File: config.mk
export PLATFORM = sky130hd
export DESIGN_NAME = pstats_cntr_bank_flat
export DESIGN_NICKNAME = d
export VERILOG_FILES = /design/src/rtl/pstats_cntr_bank_if.sv /design/src/rtl/pstats_cntr_bank.sv /design/src/flat_wrapper.sv
export SDC_FILE = /design/constraint.sdc
export NUM_CORES = 1
export LEC_CHECK = 0
export CORE_ASPECT_RATIO = 2
export CORE_MARGIN = 2
export CORE_UTILIZATION = 50
export CTS_BUF_LIST = sky130_fd_sc_hd__clkbuf_2
export DETAILED_ROUTE_END_ITERATION = 7
export PLACE_DENSITY = 0.66
export RECOVER_POWER = 50
export SLEW_MARGIN = 20
export SYNTH_ARGS = -nofsm -noshare
export SYNTH_HDL_FRONTEND = slang
export SYNTH_SLANG_ARGS = --single-unit
File: constraint.sdc
create_clock -name clk_i -period 6.17 [get_ports clk_i]
set_clock_uncertainty 0.05 [all_clocks]
set_input_delay 0.9255 -clock clk_i [delete_from_list [all_inputs] [get_ports clk_i]]
set_output_delay 0.9255 -clock clk_i [all_outputs]
set_load 0.1 [all_outputs]
File: src/rtl/pstats_cntr_bank_if.sv
// Host read port of the statistics counter bank: one-cycle strobe in,
// registered data and valid pulse out.
interface pstats_cntr_bank_if #(
  parameter int g_cnt_width  = 32,
  parameter int g_addr_width = 4
);
  logic                    rd_req_i;
  logic [g_addr_width-1:0] rd_addr_i;
  logic [g_cnt_width-1:0]  rd_data_o;
  logic                    rd_valid_o;

  modport master (output rd_req_i, output rd_addr_i, input rd_data_o, input rd_valid_o);
  modport slave  (input rd_req_i, input rd_addr_i, output rd_data_o, output rd_valid_o);
endinterface

File: src/rtl/pstats_cntr_bank.sv
// Multi-port statistics counter bank: per-event pre-accumulators folded by a
// round-robin scanner into a wide counter array, read through a registered port.
module pstats_cntr_bank #(
  parameter int g_nports      = 2,
  parameter int g_cnt_pp      = 8,
  parameter int g_cnt_width   = 32,
  parameter int g_acc_width   = 5,
  parameter bit g_saturate    = 1'b1,
  parameter bit g_clr_on_read = 1'b0
) (
  input  logic                           clk_i,
  input  logic                           rst_i,
  input  logic [g_nports*g_cnt_pp-1:0]   events_i,
  input  logic                           clr_i,
  pstats_cntr_bank_if.slave              host,
  output logic [g_nports-1:0]            ovf_o,
  output logic [g_nports-1:0]            lost_o,
  output logic                           scan_wrap_o
);
  localparam int N  = g_nports * g_cnt_pp;
  localparam int AW = (N > 1) ? $clog2(N) : 1;
  localparam logic [AW-1:0]          LAST     = AW'(N - 1);
  localparam logic [AW-1:0]          SCAN_ONE = {{(AW-1){1'b0}}, 1'b1};
  localparam logic [g_acc_width-1:0] ACC_ONE  = {{(g_acc_width-1){1'b0}}, 1'b1};
  localparam logic [g_acc_width-1:0] ACC_MAX  = '1;
  localparam logic [g_cnt_width-1:0] CNT_MAX  = '1;

  logic [g_cnt_width-1:0] mem [N];
  logic [g_acc_width-1:0] acc [N];
  logic [AW-1:0]          scan_idx;
  logic [AW-1:0]          s1_idx;
  logic                   s1_vld;
  logic [g_acc_width-1:0] snap;
  logic [g_cnt_width-1:0] cur;

  logic [g_cnt_width:0]   sum;
  logic                   sum_ovf;
  logic [g_cnt_width-1:0] wr_val;
  logic                   rd_in_range;
  logic                   rd_hit_wr;
  logic                   wr_hit_scan;
  logic                   cor_hit_scan;

  always_comb begin
    sum          = {1'b0, cur} + (g_cnt_width+1)'(snap);
    sum_ovf      = sum[g_cnt_width];
    wr_val       = (sum_ovf && g_saturate) ? CNT_MAX : sum[g_cnt_width-1:0];
    rd_in_range  = int'(host.rd_addr_i) < N;
    rd_hit_wr    = s1_vld && (s1_idx == host.rd_addr_i);
    wr_hit_scan  = s1_vld && (s1_idx == scan_idx);
    cor_hit_scan = g_clr_on_read && host.rd_req_i && rd_in_range &&
                   (host.rd_addr_i == scan_idx);
  end

  always_ff @(posedge clk_i) begin
    if (rst_i || clr_i) begin
      for (int i = 0; i < N; i++) begin
        mem[i] <= '0;
        acc[i] <= '0;
      end
      scan_idx        <= '0;
      s1_idx          <= '0;
      s1_vld          <= 1'b0;
      snap            <= '0;
      cur             <= '0;
      ovf_o           <= '0;
      lost_o          <= '0;
      scan_wrap_o     <= 1'b0;
      host.rd_data_o  <= '0;
      host.rd_valid_o <= 1'b0;
    end else begin
      // The accumulator being scanned restarts from this cycle's event.
      for (int i = 0; i < N; i++) begin
        if (scan_idx == AW'(i)) begin
          acc[i] <= {{(g_acc_width-1){1'b0}}, events_i[i]};
        end else if (events_i[i]) begin
          if (acc[i] == ACC_MAX) lost_o[i / g_cnt_pp] <= 1'b1;
          else                   acc[i] <= acc[i] + ACC_ONE;
        end
      end

      snap   <= acc[scan_idx];
      s1_idx <= scan_idx;
      s1_vld <= 1'b1;
      if (cor_hit_scan)     cur <= '0;
      else if (wr_hit_scan) cur <= wr_val;
      else                  cur <= mem[scan_idx];
      scan_idx    <= (scan_idx == LAST) ? '0 : scan_idx + SCAN_ONE;
      scan_wrap_o <= (scan_idx == LAST);

      if (s1_vld) begin
        mem[s1_idx] <= wr_val;
        for (int i = 0; i < N; i++)
          if (sum_ovf && (s1_idx == AW'(i))) ovf_o[i / g_cnt_pp] <= 1'b1;
      end

      // Read is write-first; a clear-on-read overrides the same-cycle fold.
      host.rd_valid_o <= host.rd_req_i;
      if (host.rd_req_i) begin
        if (!rd_in_range)   host.rd_data_o <= '0;
        else if (rd_hit_wr) host.rd_data_o <= wr_val;
        else                host.rd_data_o <= mem[host.rd_addr_i];
        if (g_clr_on_read && rd_in_range) mem[host.rd_addr_i] <= '0;
      end
    end
  end
endmodule
File: src/flat_wrapper.sv
// flat-port wrapper written by rule: the top's interface ports become plain ports
module pstats_cntr_bank_flat 
#(
  parameter int g_nports      = 2,
  parameter int g_cnt_pp      = 8,
  parameter int g_cnt_width   = 32,
  parameter int g_acc_width   = 5,
  parameter bit g_saturate    = 1'b1,
  parameter bit g_clr_on_read = 1'b0
)
  (clk_i, rst_i, events_i, clr_i, ovf_o, lost_o, scan_wrap_o, host_rd_req_i, host_rd_addr_i, host_rd_data_o, host_rd_valid_o);
  pstats_cntr_bank_if #(.g_cnt_width(g_cnt_width)) host_i ();
  input  logic clk_i;
  input  logic rst_i;
  input  logic [g_nports*g_cnt_pp-1:0] events_i;
  input  logic clr_i;
  output logic [g_nports-1:0] ovf_o;
  output logic [g_nports-1:0] lost_o;
  output logic scan_wrap_o;
  input wire logic [$bits(host_i.rd_req_i)-1:0] host_rd_req_i;
  input wire logic [$bits(host_i.rd_addr_i)-1:0] host_rd_addr_i;
  output wire logic [$bits(host_i.rd_data_o)-1:0] host_rd_data_o;
  output wire logic [$bits(host_i.rd_valid_o)-1:0] host_rd_valid_o;
  assign host_i.rd_req_i = host_rd_req_i;
  assign host_i.rd_addr_i = host_rd_addr_i;
  assign host_rd_data_o = host_i.rd_data_o;
  assign host_rd_valid_o = host_i.rd_valid_o;
  pstats_cntr_bank #(.g_nports(g_nports), .g_cnt_pp(g_cnt_pp), .g_cnt_width(g_cnt_width), .g_acc_width(g_acc_width), .g_saturate(g_saturate), .g_clr_on_read(g_clr_on_read)) u_core (.clk_i(clk_i), .rst_i(rst_i), .events_i(events_i), .clr_i(clr_i), .host(host_i), .ovf_o(ovf_o), .lost_o(lost_o), .scan_wrap_o(scan_wrap_o));
endmodule
==> metrics.md <==
| Metric | Value |
|---|---|
| Setup crit start | `rst_i` |
| Critical Path Source Type | `primary input` |
| Final core utilization | `54.6%` |
| Unique masters post-synth | `57` |
| Initial DRC count | `about 2.9k` |
| Core Area | `0.0684 mm^2` |
| Post-Synthesis Cells | `2565` |
| Most common cell after layout, fill and taps aside | `edfxtp_1` |
| WL final | `102 mm` |
| Crit path buf inv count | `3` |
| Resize count post-CTS | `0` |
| R2R Path Start | `u_core.snap[0]` |
| Vias/cell | `6.51` |
| Num rows | `136` |
| Switching Share | `27.6%` |
| Clock Root Buffer | `clkbuf_2` |
| Reg2Reg Depth | `9` |
| Tightest Pin Transition | `about 2.6 ns` |
| Mapped Area | `0.0344 mm^2` |
| RePlAce Congestion | `0.929` |
| Crit path arrival time | `5.84 ns` |
| All-layer global routing usage | `29.1%` |
| Top delay family on crit path | `buffers and inverters` |
| Hold Slack | `0.359 ns` |
| First-pass DRT Iterations | `7` |
| # IOs | `62` |
| Synth Flop Type | `edfxtp_1` |
| ANT nets after route | `0` |
| Psw | `2.48 mW` |
| Worst EP required | `about 7.1 ns` |
| Worst-path cell chain | `dlygate4sd3_1 > or2_2 > clkinvlp_2 > nand2_1 > nor3b_1 > nand2_2 > nand2_1 > buf_4` |
| Largest net degree at the start of global routing | `90` |
| Int Power | `6.50 mW` |
| Max Cap Viol | `8` |
| Post-synth EDFFs | `592` |
| Chip Height | `375 um` |
| Setup bufs post-CTS | `0` |
| Fin. Hold Viols | `0` |
| Die area | `0.0711 mm^2` |
| WP depth | `8` |
| Max FO, Critical Path | `38` |
| Initial Util | `50.3%` |
| R2r setup slk | `1.40 ns` |
| CTS Buf Count | `about 150` |
| Port Buf Inserts | `61` |
| Ys async rst share | `0%` |
| DR vias | `23.8k` |
| Fin crit share | `80.0%` |
| Crit. End Element | `flop` |
| Syn_nets | `about 2.6k` |
| Global-route wire length before repair | `151 mm` |
| Clock Tree Buf Depth | `3` |
| Initial antenna violation count | `2` |
| Slowest stage delay, CP | `1.42 ns` |
| Seq cells post-synth | `about 680` |
| Avg Cell Area, Syn | `13.4 um^2` |
| Status | `complete, but fails checks` |
| Setup crit end | `u_core.mem[1][2]` |
| Overall Power | `8.98 mW` |
| Setup Crit Path Kind | `primary input to flop` |
| Worst setup margin | `1.23 ns` |
| Routed WL per cell | `27.9 um` |
| Hold WC Path Type | `primary input to flop` |
| PwrDens | `240 mW/mm^2` |
| RSZ-0062 raised after global routing | `false` |
| Num Clock Sinks | `676` |
| Sequential element share of the synthesized area | `56.5%` |
| Share of cells above drive strength 1 | `24.6%` |
| Slew HR | `-74.4%` |
| Failing checks | `max-capacitance violations, max-slew violations` |
| Most used cell, CP | `nand2_1` |
| Slowest-stage cell, CP | `clkinvlp_2` |
| # H-tree levels | `4` |
| Sum Neg Setup Slack | `0 ns` |
| Final min period | `4.94 ns` |
| CTS tree | `done` |
| Worst VDD drop | `between 0.15 and 0.2 mV` |
| Die X-Extent | `190 um` |
| Clock transition at the registers of the reported paths | `~0.12 ns` |
| Nets@finish | `roughly 2.7k` |
| Final Slew Violations | `239` |
| Residual DRC | `0` |
| Vias in the first global route | `23.8k` |
| Sequential share of power | `58.8%` |
| Max Clock Freq | `approximately 200 MHz` |
| Share of total power in combinational logic | `9.9%` |
| Leak | `13.0 nW` |
| Hold_buf cts | `0` |
| Highest-count cells in the layout ignoring fill and taps | `edfxtp_1 (592), nor2_1 (581), mux4_2 (313)` |
| Worst slack at placement | `1.46 ns` |
| Worst R2R End | `u_core.host.rd_data_o[5]` |
| Grt total ovfl | `0` |
| Setup-failing EPs final | `0` |
| Syn. warnings | `0` |
| HPWL Detailed | `61.4 mm` |
| Clock group share of total power | `between 30% and 40%` |
| Worst skew pair latency | `approximately 1.3 ns` |
| P&R area growth vs syn | `8.50%` |
## metal layers
metal / vias to the layer above / share of wire (%) / routed length (um) / track usage, %
li1: 9971 / - / - / -
met1: 12054 / 37 / 37700 / 38.8
met2: 1437 / 48 / 49300 / 46.3
met3: 293 / 9.9 / 10000 / 5.73
met4: 2 / 4.7 / 4740 / 13.9
met5: - / 0.013 / 13 / 0
## worst min path at each step
stage	depth (start not counted)	to	startpoint	slack (ns)
floorplan	2	u_core.ovf_o[0]	u_core.s1_vld	0.50
global route	3	u_core.host.rd_data_o[0]	host_rd_req_i	0.31
detailed placement	2	u_core.ovf_o[0]	u_core.ovf_o[0]	0.41
global placement	1	u_core.host.rd_data_o[23]	u_core.host.rd_data_o[23]	0.42
finish	3	u_core.host.rd_data_o[1]	host_rd_req_i	0.36
CTS	3	u_core.host.rd_data_o[20]	host_rd_req_i	0.27
## cells in the mapped netlist (22+ instances only)
cell / instances / area (um^2)
edfxtp_1: 592 / 17800
nor2_1: 586 / 2200
mux4_2: 313 / 7050
clkbuf_1: 165 / 619
nand2_1: 110 / 413
nand3_1: 87 / 435
dfxtp_1: 84 / 1680
a22oi_1: 64 / 480
o21ai_0: 51 / 255
inv_1: 48 / 180
and2_1: 43 / 269
ha_1: 41 / 513
buf_1: 35 / 131
and3_1: 34 / 213
o22ai_1: 34 / 213
xor2_1: 30 / 263
a21oi_1: 27 / 135
xnor2_1: 22 / 193
## cell families (layout without fill, tap and decap cells)
logic type,count (synthesis),in the layout,share of synthesized area [%]
simple gates,956,956,12.0
flops,676,676,56.5
mux,319,319,20.7
buf+inv,264,447,2.94
compound gates,256,256,5.00
xor+xnor,52,52,1.32
fa+ha+maj,42,42,1.55
other cells,0,4,0
## through the flow
step,area [um^2],std cells
6_report,37400,3649
5_1_grt,37300,3646
4_1_cts,37400,3644
3_5_place_dp,36000,3371
3_3_place_gp,36000,3371
2_1_floorplan,34400,2565
## area by class of cell
class                   instances  area (um^2)
well taps                     897         1120
clock inverters                54          243
inverters                      48          181
fillers                      5771        31000
multi-input cells            1625        14100
flip-flops and latches        676        19500
diodes                          4         10.0
clock buffers                 219         1100
repair buffers                126         1130
## flip-flops by register name, summed over array words and instances, names as in the netlist
name,count
u_core.s1_vld,1
u_core.snap,5
u_core.s1_idx,4
u_core.ovf_o,2
u_core.lost_o,2
u_core.scan_wrap_o,1
u_core.host.rd_data_o,32
u_core.mem,512
u_core.scan_idx,4
u_core.acc,80
u_core.host.rd_valid_o,1
u_core.cur,32
## power by group through the flow
stage,registers [mW],logic [mW],clock network [mW]
2_1_floorplan,5.37,0.560,0
3_3_place_gp,5.36,0.871,0
3_5_place_dp,5.37,0.877,0
4_1_cts,5.27,0.881,2.86
5_1_grt,5.30,0.932,3.05
6_report,5.28,0.885,2.82
## worst register-to-register path: stages, from the launching register on
cell	delay (ns)
dfxtp_1	0.38
ha_1	0.25
inv_1	0.08
fa_1	0.40
nand2b_1	0.25
a21o_1	0.35
a2111oi_4	0.57
clkbuf_1	1.26
o21ai_0	0.76
a31oi_1	0.34
(Power assumes the default switching activity.)
